File: src/rtl/imem_uart_loader.sv
`default_nettype none
// ============================================================================
// Module   : imem_uart_loader
// Brief    : UART (8N1) boot loader that streams a length-prefixed program
//            into instruction memory, then releases the core.
// Revision : 1.0
// ============================================================================
module imem_uart_loader #(
    parameter int          CLKS_PER_BIT = 434,
    parameter int          MAX_WORDS    = 1024,
    parameter logic [31:0] BASE_ADDR    = 32'h0
) (
    input  logic        clk,
    input  logic        rst_n,
    input  logic        rx,
    output logic [31:0] addr_out,
    output logic [31:0] instr_out,
    output logic        we_out,
    output logic        load_active,
    output logic        cpu_run,
    output logic        done,
    output logic        err
);

    localparam int CNT_W = (CLKS_PER_BIT > 1) ? $clog2(CLKS_PER_BIT) : 1;

    localparam logic [CNT_W-1:0] c_half_m1   = CNT_W'(CLKS_PER_BIT / 2 - 1);
    localparam logic [CNT_W-1:0] c_full_m1   = CNT_W'(CLKS_PER_BIT - 1);
    localparam logic [31:0]      c_max_words = 32'(MAX_WORDS);

    localparam logic [1:0] R_IDLE  = 2'd0;
    localparam logic [1:0] R_START = 2'd1;
    localparam logic [1:0] R_DATA  = 2'd2;
    localparam logic [1:0] R_STOP  = 2'd3;

    localparam logic [1:0] L_HDR  = 2'd0;
    localparam logic [1:0] L_WORD = 2'd1;
    localparam logic [1:0] L_DONE = 2'd2;
    localparam logic [1:0] L_ERR  = 2'd3;

    logic             r_rx_meta, r_rx_sync, r_rx_prev;
    logic [1:0]       r_rx_state, w_rx_next;
    logic [CNT_W-1:0] r_clk_cnt;
    logic [2:0]       r_bit_idx;
    logic [7:0]       r_rx_shift;
    logic             w_fall, w_rx_tick, w_bit_sample, w_byte_valid, w_frame_err;

    logic [1:0]       r_load_state, w_load_next;
    logic [1:0]       r_byte_cnt;
    logic [31:0]      r_asm;
    logic [31:0]      r_num_words;
    logic [31:0]      r_word_cnt;
    logic [31:0]      w_word;
    logic             w_last_byte, w_collect, w_write;
    logic             r_we, r_done;
    logic [31:0]      r_addr, r_instr;

    // ------------------------------------------------------------------ RX
    always_ff @(posedge clk or negedge rst_n) begin
        if (!rst_n) begin
            r_rx_meta <= 1'b1;
            r_rx_sync <= 1'b1;
            r_rx_prev <= 1'b1;
        end else begin
            r_rx_meta <= rx;
            r_rx_sync <= r_rx_meta;
            r_rx_prev <= r_rx_sync;
        end
    end

    assign w_fall    = r_rx_prev & ~r_rx_sync;
    // Start bit is checked at its mid-point; every later sample is one bit on.
    assign w_rx_tick = (r_rx_state == R_START) ? (r_clk_cnt == c_half_m1)
                                               : (r_clk_cnt == c_full_m1);

    always_ff @(posedge clk or negedge rst_n) begin
        if (!rst_n) r_rx_state <= R_IDLE;
        else        r_rx_state <= w_rx_next;
    end

    always_comb begin
        w_rx_next = r_rx_state;
        case (r_rx_state)
            R_IDLE:  if (w_fall) w_rx_next = R_START;
            R_START: if (w_rx_tick) w_rx_next = r_rx_sync ? R_IDLE : R_DATA;
            R_DATA:  if (w_rx_tick && (r_bit_idx == 3'd7)) w_rx_next = R_STOP;
            R_STOP:  if (w_rx_tick) w_rx_next = R_IDLE;
            default: w_rx_next = R_IDLE;
        endcase
    end

    always_comb begin
        w_bit_sample = (r_rx_state == R_DATA) && w_rx_tick;
        w_byte_valid = (r_rx_state == R_STOP) && w_rx_tick && r_rx_sync;
        w_frame_err  = (r_rx_state == R_STOP) && w_rx_tick && !r_rx_sync;
    end

    always_ff @(posedge clk or negedge rst_n) begin
        if (!rst_n) begin
            r_clk_cnt  <= '0;
            r_bit_idx  <= 3'd0;
            r_rx_shift <= 8'd0;
        end else begin
            if ((r_rx_state == R_IDLE) || w_rx_tick) r_clk_cnt <= '0;
            else                                     r_clk_cnt <= r_clk_cnt + CNT_W'(1);

            if (r_rx_state != R_DATA) r_bit_idx <= 3'd0;
            else if (w_rx_tick)       r_bit_idx <= r_bit_idx + 3'd1;

            if (w_bit_sample) r_rx_shift <= {r_rx_sync, r_rx_shift[7:1]};
        end
    end

    // -------------------------------------------------------------- Loader
    // Bytes shift in from the top so the first byte lands in bits 7:0.
    assign w_word      = {r_rx_shift, r_asm[31:8]};
    assign w_collect   = (r_load_state == L_HDR) || (r_load_state == L_WORD);
    assign w_last_byte = w_byte_valid && (r_byte_cnt == 2'd3);
    assign w_write     = (r_load_state == L_WORD) && w_last_byte;

    always_ff @(posedge clk or negedge rst_n) begin
        if (!rst_n) r_load_state <= L_HDR;
        else        r_load_state <= w_load_next;
    end

    always_comb begin
        w_load_next = r_load_state;
        case (r_load_state)
            L_HDR: begin
                if (w_frame_err)                 w_load_next = L_ERR;
                else if (w_last_byte) begin
                    if (w_word == 32'd0)         w_load_next = L_DONE;
                    else if (w_word > c_max_words) w_load_next = L_ERR;
                    else                         w_load_next = L_WORD;
                end
            end
            L_WORD: begin
                if (w_frame_err)                 w_load_next = L_ERR;
                // Leave only after the final strobe so done trails it by a cycle.
                else if (r_we && (r_word_cnt == r_num_words)) w_load_next = L_DONE;
            end
            L_DONE:  w_load_next = L_DONE;
            L_ERR:   w_load_next = L_ERR;
            default: w_load_next = L_HDR;
        endcase
    end

    always_comb begin
        load_active = w_collect;
        cpu_run     = (r_load_state == L_DONE);
        err         = (r_load_state == L_ERR);
    end

    always_ff @(posedge clk or negedge rst_n) begin
        if (!rst_n) begin
            r_byte_cnt  <= 2'd0;
            r_asm       <= 32'd0;
            r_num_words <= 32'd0;
            r_word_cnt  <= 32'd0;
            r_we        <= 1'b0;
            r_done      <= 1'b0;
            r_addr      <= BASE_ADDR;
            r_instr     <= 32'd0;
        end else begin
            if (w_collect && w_byte_valid) begin
                r_byte_cnt <= r_byte_cnt + 2'd1;
                r_asm      <= w_word;
            end
            if ((r_load_state == L_HDR) && w_last_byte) r_num_words <= w_word;

            r_we <= w_write;
            if (w_write) begin
                r_addr     <= BASE_ADDR + (r_word_cnt << 2);
                r_instr    <= w_word;
                r_word_cnt <= r_word_cnt + 32'd1;
            end

            r_done <= (w_load_next == L_DONE) && (r_load_state != L_DONE);
        end
    end

    assign addr_out  = r_addr;
    assign instr_out = r_instr;
    assign we_out    = r_we;
    assign done      = r_done;

endmodule
`default_nettype wire

File: config.mk
export PLATFORM = sky130hd
export DESIGN_NAME = imem_uart_loader
export DESIGN_NICKNAME = d
export VERILOG_FILES = /design/src/rtl/imem_uart_loader.sv
export SDC_FILE = /design/constraint.sdc
export NUM_CORES = 1
export LEC_CHECK = 0
export CAP_MARGIN = 20
export CORE_AREA = 2 2 231 119
export CTS_CLUSTER_DIAMETER = 50
export DETAILED_ROUTE_END_ITERATION = 16
export DIE_AREA = 0 0 233 121
export GPL_ROUTABILITY_DRIVEN = 0
export SETUP_SLACK_MARGIN = 0.02
export SLEW_MARGIN = 25
export SYNTH_ARGS = -nofsm -noshare
export SYNTH_HDL_FRONTEND = slang
export SYNTH_SLANG_ARGS = --single-unit
export TNS_END_PERCENT = 100
File: constraint.sdc
create_clock -name clk -period 4.45 [get_ports clk]
set_input_delay 0.6675 -clock clk [delete_from_list [all_inputs] [get_ports clk]]
set_output_delay 0.6675 -clock clk [all_outputs]
set_load 0.02 [all_outputs]
Yosys cells after proc, flatten, opt, wreduce, memory -nomap -nowiden. Cells that the tools add are included.

Bitwise logic cells: 2. $lt $le $gt $ge: 1. Muxes and demuxes: 17. Add/subtract/negate cells: 4. Eq/ne operators: 18. Reduce and logical (&&, ||, !) cells: 19.

Operator list (count): adder 32 x 1 -> 32 bit (second input constant) (1); equality test 32 bit (1); > comparator 32 x 11 -> 1 bit (second input constant) (1); zero test 32 bit (1); two-way mux 2 bit (11); one-hot mux 2 bit (4 select lines) (2); equality test 2 bit (second input constant) (6); != test 2 bit (second input constant) (6); logical AND 1 bit (11); adder 9 x 1 -> 9 bit (second input constant) (1); equality test 9 x 8 -> 1 bit (second input constant) (1); equality test 9 bit (second input constant) (1); two-way mux 9 bit (1); two-way mux 3 bit (2); equality test 2 x 1 -> 1 bit (second input constant) (2); zero test 2 bit (2); AND reduction 4 bit (1); adder 3 x 1 -> 3 bit (second input constant) (1); equality test 3 bit (second input constant) (1); adder 2 x 1 -> 2 bit (second input constant) (1); logical OR 1 bit (2); nonzero test 2 bit (1); AND 1 bit (1); zero test 1 bit (1); 2 further kinds (2).

Word-level logic and storage cells: 77. Bits in registers: 189.

Logic depth before layout (Yosys ltp).
Word-level depth: 10. Gate-level depth with buffers: 7.

Least setup slack after synthesis. OpenSTA, ideal clock, no wires.

Path type: reg2reg. Start: register r_clk_cnt[3]. End: register r_addr[10], in the netlist addr_out[10]. Cell stages (with the launch flop): 6. Path slack: 2103 ps. Required time: 4325 ps. Buffers on the path: 1. Arrival time: 2223 ps. Cell sequence: dfrtp_1 -> nor3b_2 -> o2111ai_2 -> a2111oi_4 -> buf_6 -> mux2_2.

Cells in the longest elaborated chain, start to end: 6.

RTL lines: start: declaration (line 43) `logic [CNT_W-1:0] r_clk_cnt;`; start signal: assignment (line 105) `else r_clk_cnt <= r_clk_cnt + CNT_W'(1);`; equality test 9 bit / equality test 9 x 8 -> 1 bit (equally long branches) (line 74, 73); two-way mux 1 bit * (line 73) `assign w_rx_tick = (r_rx_state == R_START) ? (r_clk_cnt == c_half_m1)`; logical AND 1 bit * (2 in series) (line 94) `w_byte_valid = (r_rx_state == R_STOP) && w_rx_tick && r_rx_sync;`; logical AND 1 bit * (line 118) `assign w_last_byte = w_byte_valid && (r_byte_cnt == 2'd3);`; logical AND 1 bit * (line 119) `assign w_write = (r_load_state == L_WORD) && w_last_byte;`; end signal: assignment (line 173) `r_addr <= BASE_ADDR + (r_word_cnt << 2);`; end: declaration (line 56) `logic [31:0] r_addr, r_instr;`.

Every way passes the cells marked *; elsewhere a longest branch is shown, timed or not. A chain may end at the register's enable or synchronous reset.

==> qor.csv <==
stage,metric,value,unit
status,status,finished clean,
drt,1st-iter DRT viols,224,
clocking,clk buf depth,2,
floorplanning,die width,233,um
synth,post-synthesis sequential element count,181,
floorplanning,initial core utilization,29.64,%
place,IO buf count,69,
global_routing,GRT Util Overall,12.72,%
worst_setup_path,max incr delay on CP,0.64,ns
sta,final period utilization,62.40,%
floorplanning,core area,26120,um2
worst_setup_path,Critical path buffers and inverters,0,
pwr,LEAKAGE,0.004523,uW
synth,"Cell Area, Synth",7742,um2
place,post-DP HPWL,12200,um
sta,RSZ-0062 raised after global routing,no,
synth,"Seq/Total Area, Yosys",58.55,%
drt,Antenna Nets Post-Route,0,
final_layout,"Core Util, Final",35.81,%
final_layout,share of post-route cells with drive strength above 1,21.42,%
drt,DR DRC count,0,
sta,relative slew slack,38.78,%
synth,top_reg_cell synth,dfrtp_1,
sta,final setup violation count,0,
flow_run,max-cap violations,0,
clocking,Clock Sinks,181,
clocking,hold_buf cts,0,
synth,synth warn,0,
clocking,clk_lat worst skew,0.44,ns
final_layout,Nets,700,
floorplanning,FP Rows,42,
synth,Cells after Synth,621,
final_layout,# fillers,2545,
worst_setup_path,kind of critical path,reg2reg,
sta,Slew Limit Fails,0,
synth,Async SR Flop Fraction,100.0,%
pwr,Peak VDD IR,0.2780,mV
global_routing,first-pass GRT wire length,27580,um
sta,Slew @ Worst Pin,0.9165,ns
global_routing,vias in the first global route,4851,
worst_setup_path,CP arrival,3.09,ns
clocking,"CTS clk-pin slew, worst paths",0.07,ns
clocking,clock buffer count from CTS,17,
sta,Final min period,2.777,ns
worst_setup_path,worst-path cell chain,nor4b_2 > nand4b_4 > a21oi_2 > and2_2 > mux2_2,
worst_setup_path,startpoint types,register,
global_routing,grt ovf,0,
drt,wire length per cell,15.93,um
pwr,PwrDens,350.3,nW/um2
drt,routed wire length,16840,um
final_layout,Syn-to-layout area delta,20.81,%
floorplanning,io pins,72,
worst_setup_path,"delay-heaviest family, CP",simple AND/OR/NAND/NOR gates,
synth,synth unique cells,42,
drt,DR vias,4846,
floorplanning,die height,121,um
synth,post-synth top area cell,dfrtp_1,
synth,proportion of netlist area held by the largest area contributor,57.53,%
clocking,cells resized by post-CTS repair,0,
synth,ranking of synthesized cells by area,"dfrtp_1 58%, mux2_2 14%, nand2_1 5.7%, xor2_1 4.2%, xnor2_1 4.1%",
worst_setup_path,CP max FO,26,
global_routing,largest net degree at the start of global routing,100,
worst_setup_path,critical path's slowest cell,and2_2,
worst_setup_path,crit end category,register,
global_routing,initial antenna violation count,0,
sta,TNS Setup,0,ns
final_layout,n_diodes,0,
drt,routed vias/inst,4.585,
floorplanning,die area,28190,um2
drt,DR pass1 iterations,4,
worst_setup_path,Worst EP required,4.77,ns
clocking,TritonCTS clock tree,done,
synth,"EDFF count, synth",0,
clocking,clk root buf,clkbuf_16,
clocking,post-CTS setup repair buffer count,0,
sta,Final Hold Vio Count,0,
sta,Worst Clk Skew,0.01228,ns
worst_hold_path,hold crit path type,in2async,
synth,mean post-synth cell area,12.47,um2
clocking,H-tree Lvls,4,
sta,FMAX,360.1,MHz
cell usage after synthesis, types with 4 or more instances:
| library cell | number |
|---|---|
| a2111oi_2 | 5 |
| and2_1 | 5 |
| and3_1 | 8 |
| buf_4 | 4 |
| buf_6 | 7 |
| clkbuf_1 | 11 |
| dfrtp_1 | 178 |
| ha_1 | 5 |
| inv_1 | 5 |
| mux2_2 | 96 |
| nand2_1 | 117 |
| nand3_1 | 22 |
| nand4_1 | 18 |
| nor2_1 | 19 |
| nor4_1 | 15 |
| xnor2_1 | 36 |
| xor2_1 | 37 |
final timing paths:
kind | start | endpoint | slack [ns] | depth (start not counted)
worst min register to register | r_rx_meta | r_rx_sync | 0.36 | 0
worst max register to register | register | r_asm[11] | 1.67 | 5
min in group clk | r_rx_meta | r_rx_sync | 0.36 | 0
worst max-delay path | register | r_asm[11] | 1.67 | 5
worst min-delay path | rst_n | instr_out[31] | 0.34 | 1
max in group asynchronous | rst_n | instr_out[3] | 3.14 | 2
stage by stage:
step / power [uW] / hold slack, ns / cell area, um2 / cells / worst slack [ns]
2_1_floorplan: 1825 / 0.3452 / 7746 / 622 / 2.103
3_5_place_dp: 1880 / 0.3481 / 8777 / 1025 / 1.732
3_3_place_gp: 1877 / 0.3453 / 8776 / 1025 / 1.430
6_report: 3276 / 0.3447 / 9354 / 1057 / 1.673
4_1_cts: 3319 / 0.3585 / 9340 / 1057 / 1.700
5_1_grt: 3418 / 0.3631 / 9354 / 1057 / 1.504
where the power goes:
group          internal (uW)  switching [uW]
clock network            738             689
logic                   48.0            73.6
registers               1680            49.5
cells in the final DEF, fill, tap and decap left out, types with 4 or more instances in the layout:
| master | count |
|---|---|
| dfrtp_1 | 178 |
| nand2_1 | 117 |
| mux2_2 | 96 |
| clkdlybuf4s50_1 | 68 |
| xor2_1 | 37 |
| xnor2_1 | 36 |
| nand3_1 | 22 |
| nor2_1 | 19 |
| nand4_1 | 18 |
| clkbuf_16 | 17 |
| nor4_1 | 15 |
| and3_1 | 8 |
| inv_6 | 8 |
| buf_4 | 6 |
| inv_1 | 5 |
| ha_1 | 5 |
| and2_1 | 4 |
layer usage:
layer / routed length, um / track usage [%] / vias to the layer above
li1: - / - / 2284
met1: 8191 / 17.56 / 2495
met2: 7815 / 19.61 / 53
met3: 664 / 3.571 / 14
met4: 163 / 3.384 / 0
met5: 0 / 0 / -
layout make-up:
class / instances / area (um2) / area share (%)
sequential: 181 / 4533 / 48.46
multi-input combinational: 412 / 3062 / 32.73
timing repair buffer: 75 / 737.0 / 7.879
tap: 352 / 440.4 / 4.708
clock buffer: 17 / 425.4 / 4.548
clock inverter: 15 / 137.6 / 1.471
inverter: 5 / 18.77 / 0.2006
registers in the layout (all words and copies together) (netlist names), named ones only:
signal        cells
r_byte_cnt        2
instr_out        32
r_rx_meta         1
r_rx_state        1
done              1
r_word_cnt       32
r_rx_sync         1
r_rx_prev         1
r_asm            24
we_out            1
r_num_words      32
r_bit_idx         3
r_rx_shift        8
r_clk_cnt         9
addr_out         30
r_load_state      2
kinds of logic (layout without fill, tap and decap cells):
logic type      Yosys count  after routing  synth area share (%)
mux                      97             97                 14.11
flops                   181            181                 58.55
fa+ha+maj                 5              5                0.8080
compound gates           20             20                 2.747
xor+xnor                 73             73                 8.258
other cells               1              2               0.04843
buf+inv                  29            112                 2.311
simple gates            215            215                 13.17
No activity file was read; power rests on OpenSTA's default activity.
